File: config.mk
export PLATFORM = sky130hd
export DESIGN_NAME = seg7_scan_capture
export DESIGN_NICKNAME = d
export VERILOG_FILES = /design/src/rtl/seg7_pkg.sv /design/src/rtl/seg7_encode.sv /design/src/rtl/seg7_scan_capture.sv
export SDC_FILE = /design/constraint.sdc
export NUM_CORES = 1
export LEC_CHECK = 0
export CAP_MARGIN = 25
export CORE_ASPECT_RATIO = 0.8
export CORE_MARGIN = 1
export CORE_UTILIZATION = 39
export DETAILED_ROUTE_END_ITERATION = 6
export PLACE_DENSITY = 0.67
export SYNTH_ARGS = -nofsm -noshare
export SYNTH_HDL_FRONTEND = slang
export SYNTH_HIERARCHICAL = 1
export SYNTH_SLANG_ARGS = --single-unit
File: constraint.sdc
create_clock -name aclk -period 7.13 [get_ports aclk]
set_input_delay 1.0695 -clock aclk [delete_from_list [all_inputs] [get_ports aclk]]
set_output_delay 1.0695 -clock aclk [all_outputs]
set_load 0.02 [all_outputs]
File: src/rtl/seg7_pkg.sv
// Shared 7-segment constants and the pattern-to-BCD mapping.
// Also used by the decoder-side bench.
package seg7_pkg;

  localparam logic [6:0] SEG_0     = 7'h7E;
  localparam logic [6:0] SEG_1     = 7'h30;
  localparam logic [6:0] SEG_2     = 7'h6D;
  localparam logic [6:0] SEG_3     = 7'h79;
  localparam logic [6:0] SEG_4     = 7'h33;
  localparam logic [6:0] SEG_5     = 7'h5B;
  localparam logic [6:0] SEG_6     = 7'h5F;
  localparam logic [6:0] SEG_7     = 7'h72;
  localparam logic [6:0] SEG_8     = 7'h7F;
  localparam logic [6:0] SEG_9     = 7'h7B;
  localparam logic [6:0] SEG_BLANK = 7'h00;

  localparam logic [3:0] CODE_BLANK = 4'hF;
  localparam logic [3:0] CODE_ERR   = 4'hE;

  typedef enum logic [1:0] {
    ST_IDLE,
    ST_TRACK,
    ST_HOLD
  } cap_state_t;

  function automatic logic [3:0] seg7_code(
    input logic [6:0] seg
  );
    logic [3:0] c;
    case (seg)
      SEG_0:     c = 4'd0;
      SEG_1:     c = 4'd1;
      SEG_2:     c = 4'd2;
      SEG_3:     c = 4'd3;
      SEG_4:     c = 4'd4;
      SEG_5:     c = 4'd5;
      SEG_6:     c = 4'd6;
      SEG_7:     c = 4'd7;
      SEG_8:     c = 4'd8;
      SEG_9:     c = 4'd9;
      SEG_BLANK: c = CODE_BLANK;
      default:   c = CODE_ERR;
    endcase
    return c;
  endfunction

endpackage

File: src/rtl/seg7_encode.sv
// Combinational 7-segment pattern to BCD encoder.
// Unknown patterns map to CODE_ERR and raise o_err.
module seg7_encode
  import seg7_pkg::*;
(
  input  logic [6:0] i_seg,
  output logic [3:0] o_code,
  output logic       o_err
);

  assign o_code = seg7_code(i_seg);
  assign o_err  = (o_code == CODE_ERR);

endmodule

File: src/rtl/seg7_scan_capture.sv
// Sniffs a multiplexed 7-segment bus and rebuilds
// complete BCD frames behind a valid/ready handshake.
module seg7_scan_capture
  import seg7_pkg::*;
#(
  parameter int NUM_DIGITS    = 4,
  parameter int STABLE_CYCLES = 8
) (
  input  logic                    aclk,
  input  logic                    aresetn,
  input  logic [6:0]              seg_in,
  input  logic [NUM_DIGITS-1:0]   dig_sel,
  output logic [4*NUM_DIGITS-1:0] frame_data,
  output logic                    frame_valid,
  input  logic                    frame_ready,
  output logic                    seg_err,
  output logic                    overrun,
  input  logic                    clr_sticky
);

  localparam int CW = $clog2(STABLE_CYCLES + 1);
  localparam logic [CW-1:0] CNT_MAX = CW'(STABLE_CYCLES);

  logic [6:0]              r_seg;
  logic [6:0]              r_seg_p;
  logic [NUM_DIGITS-1:0]   r_dig;
  logic [NUM_DIGITS-1:0]   r_dig_p;
  logic [NUM_DIGITS-1:0]   r_mask;
  logic [NUM_DIGITS-1:0]   w_mask_set;
  cap_state_t              r_state;
  cap_state_t              w_state_nxt;
  logic [CW-1:0]           r_cnt;
  logic [CW-1:0]           w_cnt_nxt;
  logic [4*NUM_DIGITS-1:0] r_slot;
  logic [4*NUM_DIGITS-1:0] w_slot_nxt;
  logic [4*NUM_DIGITS-1:0] r_frame;
  logic                    r_valid;
  logic                    r_err;
  logic                    r_ovr;
  logic                    w_onehot;
  logic                    w_same;
  logic                    w_cap;
  logic                    w_full;
  logic                    w_load;
  logic                    w_err;
  logic [3:0]              w_code;

  seg7_encode u_enc (
    .i_seg  (r_seg),
    .o_code (w_code),
    .o_err  (w_err)
  );

  always_ff @(posedge aclk or negedge aresetn) begin
    if (!aresetn) begin
      r_seg   <= '0;
      r_dig   <= '0;
      r_seg_p <= '0;
      r_dig_p <= '0;
    end else begin
      r_seg   <= seg_in;
      r_dig   <= dig_sel;
      r_seg_p <= r_seg;
      r_dig_p <= r_dig;
    end
  end

  assign w_onehot = $onehot(r_dig);
  assign w_same   = (r_seg == r_seg_p)
                 && (r_dig == r_dig_p);

  always_ff @(posedge aclk or negedge aresetn) begin
    if (!aresetn) begin
      r_state <= ST_IDLE;
      r_cnt   <= '0;
    end else begin
      r_state <= w_state_nxt;
      r_cnt   <= w_cnt_nxt;
    end
  end

  always_comb begin
    w_state_nxt = r_state;
    w_cnt_nxt   = r_cnt;
    w_cap       = 1'b0;
    case (r_state)
      ST_IDLE: begin
        if (w_onehot) begin
          w_state_nxt = ST_TRACK;
          w_cnt_nxt   = CW'(1);
        end else begin
          w_cnt_nxt   = '0;
        end
      end
      ST_TRACK, ST_HOLD: begin
        if (w_same) begin
          if (r_state == ST_TRACK && r_cnt != CNT_MAX)
            w_cnt_nxt = r_cnt + CW'(1);
        end else if (w_onehot) begin
          w_state_nxt = ST_TRACK;
          w_cnt_nxt   = CW'(1);
        end else begin
          w_state_nxt = ST_IDLE;
          w_cnt_nxt   = '0;
        end
      end
      default: begin
        w_state_nxt = ST_IDLE;
        w_cnt_nxt   = '0;
      end
    endcase
    // A restart can also satisfy the threshold when it is 1.
    if (w_state_nxt == ST_TRACK && w_cnt_nxt >= CNT_MAX) begin
      w_cap       = 1'b1;
      w_state_nxt = ST_HOLD;
    end
  end

  always_comb begin
    w_slot_nxt = r_slot;
    for (int i = 0; i < NUM_DIGITS; i++) begin
      if (w_cap && r_dig[i])
        w_slot_nxt[4*i +: 4] = w_code;
    end
  end

  assign w_mask_set = w_cap ? r_dig : '0;
  assign w_full     = &r_mask;
  assign w_load     = w_full
                   && (!r_valid || frame_ready);

  always_ff @(posedge aclk or negedge aresetn) begin
    if (!aresetn) begin
      r_mask  <= '0;
      r_slot  <= '0;
      r_frame <= '0;
      r_valid <= 1'b0;
    end else begin
      r_mask <= w_full ? w_mask_set
                       : (r_mask | w_mask_set);
      r_slot <= w_slot_nxt;
      if (w_load) begin
        r_frame <= r_slot;
        r_valid <= 1'b1;
      end else if (r_valid && frame_ready) begin
        r_valid <= 1'b0;
      end
    end
  end

  always_ff @(posedge aclk or negedge aresetn) begin
    if (!aresetn) begin
      r_err <= 1'b0;
      r_ovr <= 1'b0;
    end else begin
      if (w_cap && w_err)
        r_err <= 1'b1;
      else if (clr_sticky)
        r_err <= 1'b0;
      if (w_full && !w_load)
        r_ovr <= 1'b1;
      else if (clr_sticky)
        r_ovr <= 1'b0;
    end
  end

  assign frame_data  = r_frame;
  assign frame_valid = r_valid;
  assign seg_err     = r_err;
  assign overrun     = r_ovr;

endmodule

-- Yosys cells after proc, flatten, opt, wreduce, memory -nomap -nowiden
Cells that the tools add are included.
W data, S select, Z words.
- bits in read-only memories: 0
- bits of input ports: 15
- bits in registers: 67
- word-level logic and storage cells: 78
- memories: 0
- output and inout port bits: 19
- latch bits: 0
- RAM bits: 0
- multipliers: 0
- order comparisons: 1
- div/mod/pow operators: 0
- shifts and indexed selects: 0
- muxes and demuxes: 18
- $add $sub $neg: 4
- reduce and logical (&&, ||, !) cells: 21
- bitwise logic cells: 1
- equal/unequal tests: 18
- operators with widths (cell ; count):
    $eq A7 B7 Y1 const B ; 8
    $pmux W4 S11 ; 1
    $mux W4 ; 4
    $eq A7 B6 Y1 const B ; 2
    $logic_and A1 B1 Y1 ; 11
    $mux W1 ; 8
    $pmux W4 S2 ; 1
    $eq A7 B7 Y1 ; 1
    $logic_not A7 Y1 ; 1
    $mux W2 ; 3
    $reduce_bool A2 Y1 ; 3
    $add A1 B1 Y2 ; 2
    $add A4 B1 Y4 const B ; 1
    $eq A2 B1 Y1 const B ; 2
    $eq A4 B4 Y1 ; 1
    $eq A4 B4 Y1 const B ; 1
    $ge A4 B4 Y1 const B ; 1
    $ne A4 B4 Y1 const B ; 1
    $or A4 B4 Y4 ; 1
    $pmux W2 S2 ; 1
    $reduce_and A4 Y1 ; 1
    $add A2 B2 Y3 ; 1
    $eq A3 B1 Y1 const B ; 1
    $eq A2 B2 Y1 const B ; 1
    4 further kinds ; 5

-- Longest topological paths before layout
Gate-level depths: netlist of the first run.
- word-level depth: 12
- gate-level depth with buffers: 10
- mapped depth without buffers: 10

-- By module
Netlist of the first run, hierarchy kept.
- by module, submodules not included (module ; cells an instance ; instances ; seq. area each (µm²) ; area each (µm²)):
    seg7_scan_capture ; 188 ; 1 ; 1676.6 ; 2691.3
    seg7_encode ; 42 ; 1 ; 0.0 ; 279.0

-- Worst setup path after synthesis of the first run
No wires, ideal clock.
- path type: register -> register
- start: register r_dig[0]
- end: register r_slot[11]
- cell stages (with the launch flop): 11
- path slack: 4.308 ns
- path buffers: 0
- arrival time: 2.695 ns
- cells stage by stage: dfrtp_1 -> inv_1 -> fa_1 -> inv_1 -> ha_1 -> ha_1 -> nor3b_4 -> o21ai_0 -> nor4_4 -> nand3_2 -> mux2_1
- longest elaborated chain between the ends: 10
- elaborated cells on any way between the ends: 17
- those cells by class: add/sub (2); order compare (1); eq/ne (3); mux (8); reduce/logical (3)
- RTL lines (item ; line ; source):
    start: declaration ; seg7_scan_capture.sv:26 ; logic [NUM_DIGITS-1:0] r_dig;
    start signal: assignment ; seg7_scan_capture.sv:62 ; r_dig <= dig_sel;
    $add A1 B1 Y2 (not written as such) ; seg7_scan_capture.sv:68 ; assign w_onehot = $onehot(r_dig);
    $add A2 B2 Y3 (not written as such) ; seg7_scan_capture.sv:68 ;
    $eq A3 B1 Y1 ; seg7_scan_capture.sv:68 ;
    $mux W1 ; seg7_scan_capture.sv:88, seg7_scan_capture.sv:99 ;
    $mux W4 / $mux W2 (equally long branches) ; seg7_scan_capture.sv:96 ; if (w_same) begin
    $pmux W4 S2 / $pmux W2 S2 (equally long branches) ; seg7_scan_capture.sv:86 ; case (r_state)
    $ge A4 B4 Y1 / $eq A2 B1 Y1 (equally long branches) ; seg7_scan_capture.sv:113 ; if (w_state_nxt == ST_TRACK && w_cnt_nxt >= CNT_MAX) begin
    $logic_and A1 B1 Y1 * ; seg7_scan_capture.sv:113 ;
    $mux W1 * ; seg7_scan_capture.sv:113 ;
    $logic_and A1 B1 Y1 * ; seg7_scan_capture.sv:122 ; if (w_cap && r_dig[i])
    end signal: assignment ; seg7_scan_capture.sv:141 ; r_slot <= w_slot_nxt;
    end: declaration ; seg7_scan_capture.sv:34 ; logic [4*NUM_DIGITS-1:0] r_slot;
Mark *: on every way between the ends. The rest lies on a longest branch, timed or not.
A chain may end at the register's enable or synchronous reset.

-- Worst setup path after layout of the first run
- start: register r_dig[0]
- end: register r_slot[5]
Same word-level chain as after synthesis.

==> summary.md, run 1 <==
| Metric | Value |
|---|---|
| Worst skew pair latency | 350 ps |
| TritonRoute pass-1 iters | 4 |
| Commonest non-fill, non-tap cell in the layout | dfrtp_1 |
| Max Cap Violations | 0 |
| Max_slew headroom | between 40% and 50% |
| Vias in the first global route | 1857 |
| First-pass GRT wire length | 9360 µm |
| Xor-xnor portion of the synthesized cell area | under 10% |
| Crit Path Max Fanout | 6 |
| Setup TNS Final | 0 ps |
| Post-synthesis compound-gate area fraction | 6.53% |
| Die Ht | 80.1 µm |
| Postcts setup bufs | 0 |
| Wire per inst | 14.2 µm |
| Post-synth EDFFs | 0 |
| Simple-Gate Fraction of Synth Area | roughly 14% |
| DIE WIDTH | 99.6 µm |
| Area occupied by multi-input gates | 1220 µm² |
| Reg-to-Reg Start | r_dig[0] |
| Adder-Cell Fraction of Synth Area | about 3.6% |
| Initial antenna violation count | 0 |
| # setup viols final | 0 |
| Pwr/cell area | about 220 nW/µm² |
| Crit. End Element | flip-flop |
| Unrepaired setup endpoints after global routing | false |
| Synthesized cell area | 2970 µm² |
| Main combinational cell family by area after synthesis | simple AND/OR/NAND/NOR gates |
| DR iter-0 viols | 76 |
| H-tree depth | 3 |
| R2r worst-path depth | 10 |
| Outcome | finished clean |
| Clock buffer depth | 2 |
| Hold path cells | 0 |
| CP startpoint kind | flip-flop |
| Synth Register Bits | 67 |
| Total CTS buffers | 9 |
| WL final | 5410 µm |
| Setup CP Type | reg2reg |
| Async SR Flop Fraction | 100% |
| Total grt overflow | 0 |
| DP Wirelength | between 3000 and 4000 µm |
| Final Skew | 14.8 ps |
| Post-synth top flop | dfrtp_1 |
| Syn Area/Cell | 12.9 µm² |
| WP data required | 7370 ps |
| Syn-to-layout area delta | 20.9% |
| Clock sink count | 67 |
| Initial Util | between 40% and 50% |
| PortBufs | 33 |
| Final non-filler cell total | 382 |
| Most frequent cells in the layout | 67 x dfrtp_1, 32 x clkdlybuf4s50_1, 31 x mux2_2, 18 x nand2_1 |
| Worst slew pin tran | 830 ps |
| Core box area | around 7400 µm² |
| Post-CTS Hold Buffers | 0 |
| Largest net degree at the start of global routing | 68 |
| F_max | between 300 and 400 MHz |
| # IOs | 34 |
| CTS tree | built |
| Fillcell total | 659 |
| Post-route core utilization | about 49% |
| DRC viols | 0 |
| # rows | 28 |
| Register-to-register setup slack | 4090 ps |
| Routed Antenna Nets | 0 |
| # resized after CTS | 0 |
| Final Hold Fails | 0 |
| Hold WC Path Type | reg2reg |
| VDD IR max | about 0.00011 V |
| Layout Nets | 295 |
| Cells after synthesis | between 200 and 250 |
| GRT Total Usage | 15.8% |
| FF-to-FF End | r_slot[5] |
| Leakage | 1.61 nW |
| Multiplexer area fraction after synthesis | 12.8% |
| CP Data Arrival Time | 3280 ps |
| Via count | 1853 |
| Post-layout min period | 3040 ps |
| Inst Count DP | 366 |
| Worst Min Path Start | r_dig[0] |
| Seq/Total Area, Yosys | 56.4% |
| DIE AREA | between 7000 and 8000 µm² |
| Root Buffer | clkbuf_8 |
| ANT cells | 0 |
| WHS Endpoint | r_dig_p[0] |
| Layout cell share with drive strength beyond 1 | between 20% and 30% |
| Register Area | 1680 µm² |
| Final worst-path cycle share | 42.6% |
| Worst-path clk slew | around 80 ps |
| Syn Nets | 253 |
| Synth cell types | 50 |
| Max-slew violations | 0 |
| DR vias/cell | 4.85 |
| Yosys synthesis warning count | 6 |
| Routability cong. | 0.850 |
kinds of logic (layout without fill, tap and decap cells):
logic type,Yosys count,count (layout)
simple gates,63,63
compound gates,27,27
mux,34,34
xor+xnor,14,14
fa+ha+maj,8,8
buf+inv,17,64
flops,67,67
power by group:
part           leakage [nW]  total (mW)  internal [mW]  switching (mW)
registers             0.883       0.407          0.391          0.0163
logic                 0.646      0.0853         0.0401          0.0452
clock network        0.0860       0.280          0.128           0.152
Yosys cell counts (3+ instances only):
| library cell | instances | share of area (%) |
|---|---|---|
| nand2_1 | 18 | 2.3 |
| o21ai_1 | 4 | 0.67 |
| a21oi_1 | 3 | 0.51 |
| and3_1 | 3 | 0.63 |
| nand2b_1 | 3 | 0.63 |
| nor2_1 | 7 | 0.88 |
| xnor2_1 | 13 | 3.8 |
| nand3_2 | 4 | 1.3 |
| mux2_2 | 31 | 12 |
| o21ai_0 | 5 | 0.84 |
| ha_1 | 7 | 2.9 |
| nand4_1 | 7 | 1.5 |
| dfrtp_1 | 67 | 56 |
| inv_1 | 13 | 1.6 |
cell type report:
cell class | instances | share of cell area (%)
Clock buffer | 9 | 3.45
Clock inverter | 7 | 1.43
Inverter | 13 | 1.36
Multi-Input combinational cell | 146 | 34.0
Sequential cell | 67 | 46.7
Tap cell | 105 | 3.66
Timing Repair Buffer | 35 | 9.47
layer usage:
layer / global-route usage, % / wire [µm]
met1: 22.4 / 2750
met2: 21.5 / 2350
met3: 6.01 / 220
met4: 6.76 / 85
met5: 0 / 0
state kept, by name, indices dropped and copies added (netlist names):
register,cells
frame_valid,1
r_seg_p,7
r_dig_p,4
r_dig,4
overrun,1
r_cnt,4
r_slot,16
seg_err,1
r_mask,4
frame_data,16
r_seg,7
r_state,2
critical path, cell delays in order, from the launching register on:
cell	delay, ps
dfrtp_1	410
inv_1	80
fa_1	530
inv_1	40
ha_1	170
ha_1	300
nor3b_4	290
o21ai_0	180
nor4_4	370
nand3_2	230
mux2_2	330
per-stage QoR:
stage               cell area [µm²]  hold WS (ps)  setup slack [ps]  power [mW]
detailed placement             3420           447              4070       0.500
floorplan                      2970           424              4310       0.470
CTS                            3590           461              4050       0.784
global route                   3590           484              3830       0.816
global placement               3420           437              4140       0.499
finish                         3590           463              4090       0.772
how the worst max path moves through the flow:
stage,startpoint,endpoint,slack (ps)
global route,r_dig[0],r_slot[11],3830
CTS,r_dig[0],r_slot[5],4050
detailed placement,r_dig[0],r_slot[7],4070
floorplan,r_dig[0],r_slot[11],4310
finish,r_dig[0],r_slot[5],4090
global placement,r_dig[0],r_slot[7],4140
Note: power is estimated with default switching activity, not from simulation.
==> run 2, diff against run 1 <==
--- a/config.mk
+++ b/config.mk
@@ -10,7 +10,7 @@
 export CORE_MARGIN = 1
 export CORE_UTILIZATION = 39
 export DETAILED_ROUTE_END_ITERATION = 6
-export PLACE_DENSITY = 0.67
+export PLACE_DENSITY = 0.69
 export SYNTH_ARGS = -nofsm -noshare
 export SYNTH_HDL_FRONTEND = slang
 export SYNTH_HIERARCHICAL = 1
==> constraint.sdc (replaced) <==
create_clock -name aclk -period 2.5 [get_ports aclk]
set_input_delay 0.375 -clock aclk [delete_from_list [all_inputs] [get_ports aclk]]
set_output_delay 0.375 -clock aclk [all_outputs]
set_load 0.02 [all_outputs]
==> run 2 against run 1 <==
The flow now finishes with violations (setup timing). Via count is 4.7% higher. First-iteration DRC count is 16% lower. Highest routed layer unchanged. Clock-buffer cell count is 1 higher. Clock power grew to 2.7 times the previous value. Worst hold slack worse by 440 ps. Global-route usage is 0.41 points higher. Routed wire length is 6.2% higher. Worst setup slack worse by 4200 ps. Largest power group unchanged. Die area stayed put. Critical path depth is 1 higher.
==> summary.md, run 2 (synthesis gave the netlist of run 1 again) <==
| Metric | Value |
|---|---|
| CTS tree | built |
| # setup viols final | 16 (+16) |
| Crit path capture | r_slot[9] |
| Layout cell share with drive strength beyond 1 | 27.3% (+4.2 points) |
| Outcome | finished with violations |
| Worst-path clk slew | 70 ps (about the same) |
| Layout Nets | 306 (+3.7%) |
| Fillcell total | 636 (-3.5%) |
| Total CTS buffers | 9 (unchanged) |
| Cell Chain, Critical Path | inv_2 > fa_1 > inv_2 > ha_4 > ha_4 > nor3b_4 > o21ai_2 > nor4_4 > buf_6 > nand3_4 > mux2_4 |
| WL final | 5740 µm (+6.2%) |
| Fin Hold WS | 24.1 ps (-439 ps) |
| Via count | 1941 (+4.7%) |
| DP Wirelength | 4030 µm (+7.8%) |
| GRT Total Usage | 16.3% (+0.41 points) |
| Largest net degree at the start of global routing | 44 (-35%) |
| VDD IR max | 0.000277 V (+150%) |
| Crit Path Max Fanout | 5 (-1) |
| Routability cong. | 0.867 (+2.0%) |
| Failing checks | setup timing |
| DR vias/cell | 4.96 (+2.3%) |
| Die Ht | 80.1 µm (unchanged) |
| Total grt overflow | 0 (unchanged) |
| DRC viols | 0 (unchanged) |
| ANT cells | 0 (unchanged) |
| CP Depth | 11 (+1) |
| Clock buffer depth | 2 (unchanged) |
| Commonest non-fill, non-tap cell in the layout | dfrtp_1 |
| Register-to-register setup slack | -140 ps (-4230 ps) |
| Unrepaired setup endpoints after global routing | true |
| Crit. End Element | flip-flop |
| Pwr/cell area | 587 nW/µm² (+170%) |
| Wire per inst | 14.7 µm (+3.8%) |
| Routed Antenna Nets | 0 (unchanged) |
| Final Skew | 11.4 ps (-3.46 ps) |
| Seq pwr share | 52.8% (about the same) |
| CP Data Arrival Time | 2860 ps (-420 ps) |
| Leakage | 1.67 nW (+3.5%) |
| H-tree depth | 3 (unchanged) |
| Net Sw Frac | 26.8% (-0.92 points) |
| Internal power | 1.61 mW (+190%) |
| DIE AREA | 7970 µm² (unchanged) |
| WP data required | 2730 ps (-4640 ps) |
| Area occupied by multi-input gates | 1290 µm² (+5.4%) |
| Post-CTS Hold Buffers | 0 (unchanged) |
| Clock Power Share | 33.8% (-2.5 points) |
| Clock sink count | 67 (unchanged) |
| Most frequent cells in the layout | 67 x dfrtp_1, 32 x clkdlybuf4s50_1, 30 x mux2_2, 18 x nand2_1, 13 x xnor2_1 |
| Initial antenna violation count | 0 (unchanged) |
| Psw | 0.588 mW (+170%) |
| Max Cap Violations | 0 (unchanged) |
| Comb power frac | 13.4% (+2.4 points) |
| Final worst-path cycle share | 105% (+63 points) |
| DR iter-0 viols | 64 (-16%) |
| First-pass GRT wire length | 9630 µm (+2.9%) |
| DIE WIDTH | 99.6 µm (unchanged) |
| TritonRoute pass-1 iters | 5 (+1) |
| FF-to-FF End | r_slot[9] |
| # rows | 28 (unchanged) |
| Final Hold Fails | 0 (unchanged) |
| Worst slew pin tran | 680 ps (-150 ps) |
| Worst Path Buf+Inv | 3 (+1) |
| Post-layout min period | 2640 ps (-401 ps) |
| Top delay family on crit path | adder cells |
| # IOs | 34 (unchanged) |
| R2r worst-path depth | 11 (+1) |
| PortBufs | 33 (unchanged) |
| Root Buffer | clkbuf_8 |
| Worst skew pair latency | 340 ps (about the same) |
| Reg-to-Reg Start | r_dig[0] |
| CP max stage delay | 540 ps (about the same) |
| F_max | 379 MHz (+15%) |
| Initial Util | 40.2% (unchanged) |
| Vias in the first global route | 1888 (+1.7%) |
| CP startpoint kind | flip-flop |
| Worst slack, placed | -244 ps (-4310 ps) |
| Worst setup path start | r_dig[0] |
| Max_slew headroom | 54.3% (+9.6 points) |
| CP max stage cell | fa_1 |
| Core box area | 7390 µm² (unchanged) |
| Hold WC Path Type | in2async |
| Syn-to-layout area delta | 25.9% |
| Register Area | 1680 µm² (unchanged) |
| Final WS setup | -136 ps (-4230 ps) |
| Max-slew violations | 0 (unchanged) |
| Setup CP Type | reg2reg |
-- run 2: layout make-up --
cell class	instances	area share (%)
tap	105	3.51
clock buffer	10	3.41
sequential	67	44.8
clock inverter	4	0.803
multi-input combinational	146	34.4
inverter	13	1.30
timing repair buffer	46	11.7
-- run 2: stage by stage --
step	TNS, ps	util [%]	instance area (µm²)	std cells	power [mW]
after global placement	-1830	47.6	3520	375	1.45
after CTS	-1690	50.4	3730	391	2.21
final	-1400	50.6	3740	391	2.19
after global routing	-2960	50.6	3740	391	2.32
after detailed placement	-2920	47.6	3520	375	1.46
after floorplan	-4090	-	2990	230	1.35
-- run 2: routing by layer --
layer | vias up | routed length (µm) | GRT usage [%]
li1 | 918 | - | -
met4 | 0 | 28 | 4.85
met5 | - | 0 | 0
met2 | 50 | 2630 | 24.0
met1 | 971 | 2840 | 22.7
met3 | 2 | 244 | 5.40
-- run 2: timing repair --
action | in CTS | in global routing
endpoints found under the setup margin | 16 | 16
resized for setup | 6 | 3
buffers inserted | 2 | 0
pin swaps | 3 | 1
-- run 2: power by group through the flow --
stage	clock network [mW]	registers (mW)	logic [mW]
after detailed placement	0	1.18	0.284
after CTS	0.765	1.16	0.291
after global routing	0.831	1.16	0.326
after floorplan	0	1.17	0.186
final	0.743	1.16	0.294
after global placement	0	1.18	0.277
-- run 2: worst min-delay path by stage --
stage / start / end / slack (ps) / cells past startpoint
after floorplan: aresetn / frame_data[0] / 80 / 0
after global placement: aresetn / frame_data[4] / 400 / 1
after detailed placement: aresetn / frame_data[2] / 400 / 1
after CTS: aresetn / frame_data[4] / 30 / 1
after global routing: aresetn / frame_data[2] / 50 / 1
final: aresetn / frame_data[4] / 20 / 1
-- run 2: worst register-to-register path, delay by kind of cell (launching register included) --
family	cells	cell delay (ps)
muxes	1	350
adders and majority gates	3	920
buffers and inverters	3	270
AOI/OAI and AO/OA	1	90
DFF	1	350
and+or+nand+nor	3	550
==> run 3, diff against run 2 <==
--- a/config.mk
+++ b/config.mk
@@ -11,6 +11,7 @@
 export CORE_UTILIZATION = 39
 export DETAILED_ROUTE_END_ITERATION = 6
 export PLACE_DENSITY = 0.69
+export REMOVE_ABC_BUFFERS = 1
 export SYNTH_ARGS = -nofsm -noshare
 export SYNTH_HDL_FRONTEND = slang
 export SYNTH_HIERARCHICAL = 1
==> run 3 against run 2 <==
The run still ends with setup timing left. Worst setup slack improved by 48 ps. Non-clock buffer count up 3. Fmax grew 1.8%. Via count fell by 1.2%. Global-route usage decreased by 0.46 points. Register-to-register slack gained 50 ps. Largest power group unchanged. Final cell count up 1.3%. Clock skew is 1.4 ps higher.
==> summary.md, run 3 (synthesis gave the netlist of run 1 again) <==
| Metric | Value |
|---|---|
| PortBufs | 33 (unchanged) |
| Final Hold Fails | 0 (unchanged) |
| Crit. End Element | flip-flop |
| Post-layout power | 2.31 mW (+5.3%) |
| Commonest non-fill, non-tap cell in the layout | dfrtp_1 |
| GRT busiest layer | met2 |
| DR iter-0 viols | 70 (+9.4%) |
| Setup TNS Final | -434 ps (+964 ps) |
| CP Data Arrival Time | 2820 ps (-40 ps) |
| DR vias/cell | 4.84 (-2.5%) |
| First-pass GRT wire length | 9450 µm (-1.9%) |
| Initial Util | 40.2% (unchanged) |
| Leakage | 1.70 nW (+1.8%) |
| CP startpoint kind | flip-flop |
| Most frequent cells in the layout | 67 x dfrtp_1, 32 x clkdlybuf4s50_1, 30 x mux2_2, 18 x nand2_1, 14 x buf_4 |
| Final WS setup | -88.0 ps (+47.8 ps) |
| Post-route cell area | 3790 µm² (+1.3%) |
| Syn-to-layout area delta | 27.5% |
| Core box area | 7390 µm² (unchanged) |
| Layout cell share with drive strength beyond 1 | 29.2% (+1.9 points) |
| Clock sink count | 67 (unchanged) |
| GR Util met3 | 5.66% (+0.26 points) |
| Worst Path Buf+Inv | 3 (unchanged) |
| DIE WIDTH | 99.6 µm (unchanged) |
| Initial antenna violation count | 0 (unchanged) |
| # setup viols final | 16 (unchanged) |
| Worst-path clk slew | 80 ps (about the same) |
| Unrepaired setup endpoints after global routing | true |
| Total grt overflow | 0 (unchanged) |
| CP max stage cell | fa_1 |
| Routed Antenna Nets | 0 (unchanged) |
| H-tree depth | 3 (unchanged) |
| Die Ht | 80.1 µm (unchanged) |
| DP Wirelength | 4000 µm (-0.91%) |
| Wire per inst | 14.1 µm (-4.2%) |
| Total placed instance area | 3510 µm² (-0.21%) |
| Max_slew headroom | 62.4% (+8.1 points) |
| ANT cells | 0 (unchanged) |
| Fin Hold WS | 9.36 ps (-14.7 ps) |
| Via count | 1917 (-1.2%) |
| Post-layout min period | 2590 ps (-47.8 ps) |
| Routing usage on met1 | 21.2% (-1.5 points) |
| Setup CP Type | reg2reg |
| Top delay family on crit path | adder cells |
| VDD IR max | 0.000306 V (+11%) |
| Met2 Resource Use GR | 23.5% (-0.49 points) |
| Worst slew pin tran | 563 ps (-117 ps) |
| Final Skew | 12.7 ps (+1.36 ps) |
| TritonRoute pass-1 iters | 4 (-1) |
| DRC viols | 0 (unchanged) |
| Final worst-path cycle share | 104% (-1.9 points) |
| GRT Total Usage | 15.8% (-0.46 points) |
| Clock buffer depth | 2 (unchanged) |
| Worst slack, placed | -286 ps (-42.5 ps) |
| Layout Nets | 309 (+0.98%) |
| Total CTS buffers | 9 (unchanged) |
| DIE AREA | 7970 µm² (unchanged) |
| Worst skew pair latency | 350 ps (about the same) |
| CTS tree | built |
| Crit Path Max Fanout | 5 (unchanged) |
| Hold WC Path Type | in2async |
| Max-slew violations | 0 (unchanged) |
| Outcome | finished with violations |
| Root Buffer | clkbuf_8 |
| # IOs | 34 (unchanged) |
| Vias in the first global route | 1908 (+1.1%) |
| Max Cap Violations | 0 (unchanged) |
| Pwr/cell area | 610 nW/µm² (+3.9%) |
| WP data required | 2730 ps (about the same) |
| WL final | 5570 µm (-3.0%) |
| Failing checks | setup timing |
| Worst setup path start | r_dig[0] |
| Reg-to-Reg Start | r_dig[0] |
| Cell Chain, Critical Path | inv_2 > fa_1 > inv_1 > ha_2 > ha_4 > nor3b_4 > o21ai_2 > nor4_4 > buf_4 > nand3_4 > mux2_4 |
| CP max stage delay | 530 ps (about the same) |
| # rows | 28 (unchanged) |
| F_max | 386 MHz (+1.8%) |
| Largest net degree at the start of global routing | 33 (-25%) |
| Routability cong. | 0.824 (-4.9%) |
==> run 3: cell count changes in the layout (fill, tap and decap cells not counted), sizes merged <==
cell,delta
clkinv,-2
buf,+3
inv,+3
clkbuf,+1
==> run 3: layer usage <==
layer | vias to the layer above | routed length, µm
li1 | 935 | -
met1 | 927 | 2750
met2 | 47 | 2460
met3 | 8 | 289
met4 | 0 | 73
met5 | - | 0
==> run 3: final timing paths <==
kind / to / slack [ps] / cells past startpoint
worst max-delay path: r_slot[11] / -90 / 11
worst min-delay path: r_seg[0] / 9 / 1
worst max register to register: r_slot[11] / -90 / 11
worst min register to register: r_seg_p[1] / 450 / 0
max in group asynchronous: r_slot[11] / 1880 / 2
min in group aclk: r_seg_p[1] / 450 / 0
==> run 3: final cells by class <==
type / instances / area [µm²]
inverter: 13 / 48.8
multi-input combinational: 146 / 1280
fill: 648 / 3600
tap: 105 / 131
sequential: 67 / 1680
clock inverter: 5 / 42.5
timing repair buffer: 49 / 462
clock buffer: 11 / 151
==> run 3: where the power goes <==
group	internal [mW]	leakage, nW	total [mW]	switching (mW)
registers	1.11	0.883	1.15	0.0401
clock network	0.426	0.0969	0.868	0.441
logic	0.136	0.721	0.288	0.153
total	1.68	1.70	2.31	0.634
==> run 3: repair_timing <==
item | 4_1_cts | 5_1_grt
endpoints found under the hold margin | 0 | 0
buffers inserted | 2 | 1
gates cloned | 0 | 0
gates resized for setup | 13 | 1
pin swaps | 7 | 4
hold buffers | 0 | 0
endpoints found under the setup margin | 19 | 18
==> run 3: through the flow <==
| stage | utilization, % | std cells |
|---|---|---|
| 2_1_floorplan | - | 226 |
| 3_3_place_gp | 47.5 | 377 |
| 3_5_place_dp | 47.5 | 377 |
| 4_1_cts | 51.2 | 395 |
| 5_1_grt | 51.3 | 396 |
| 6_report | 51.3 | 396 |
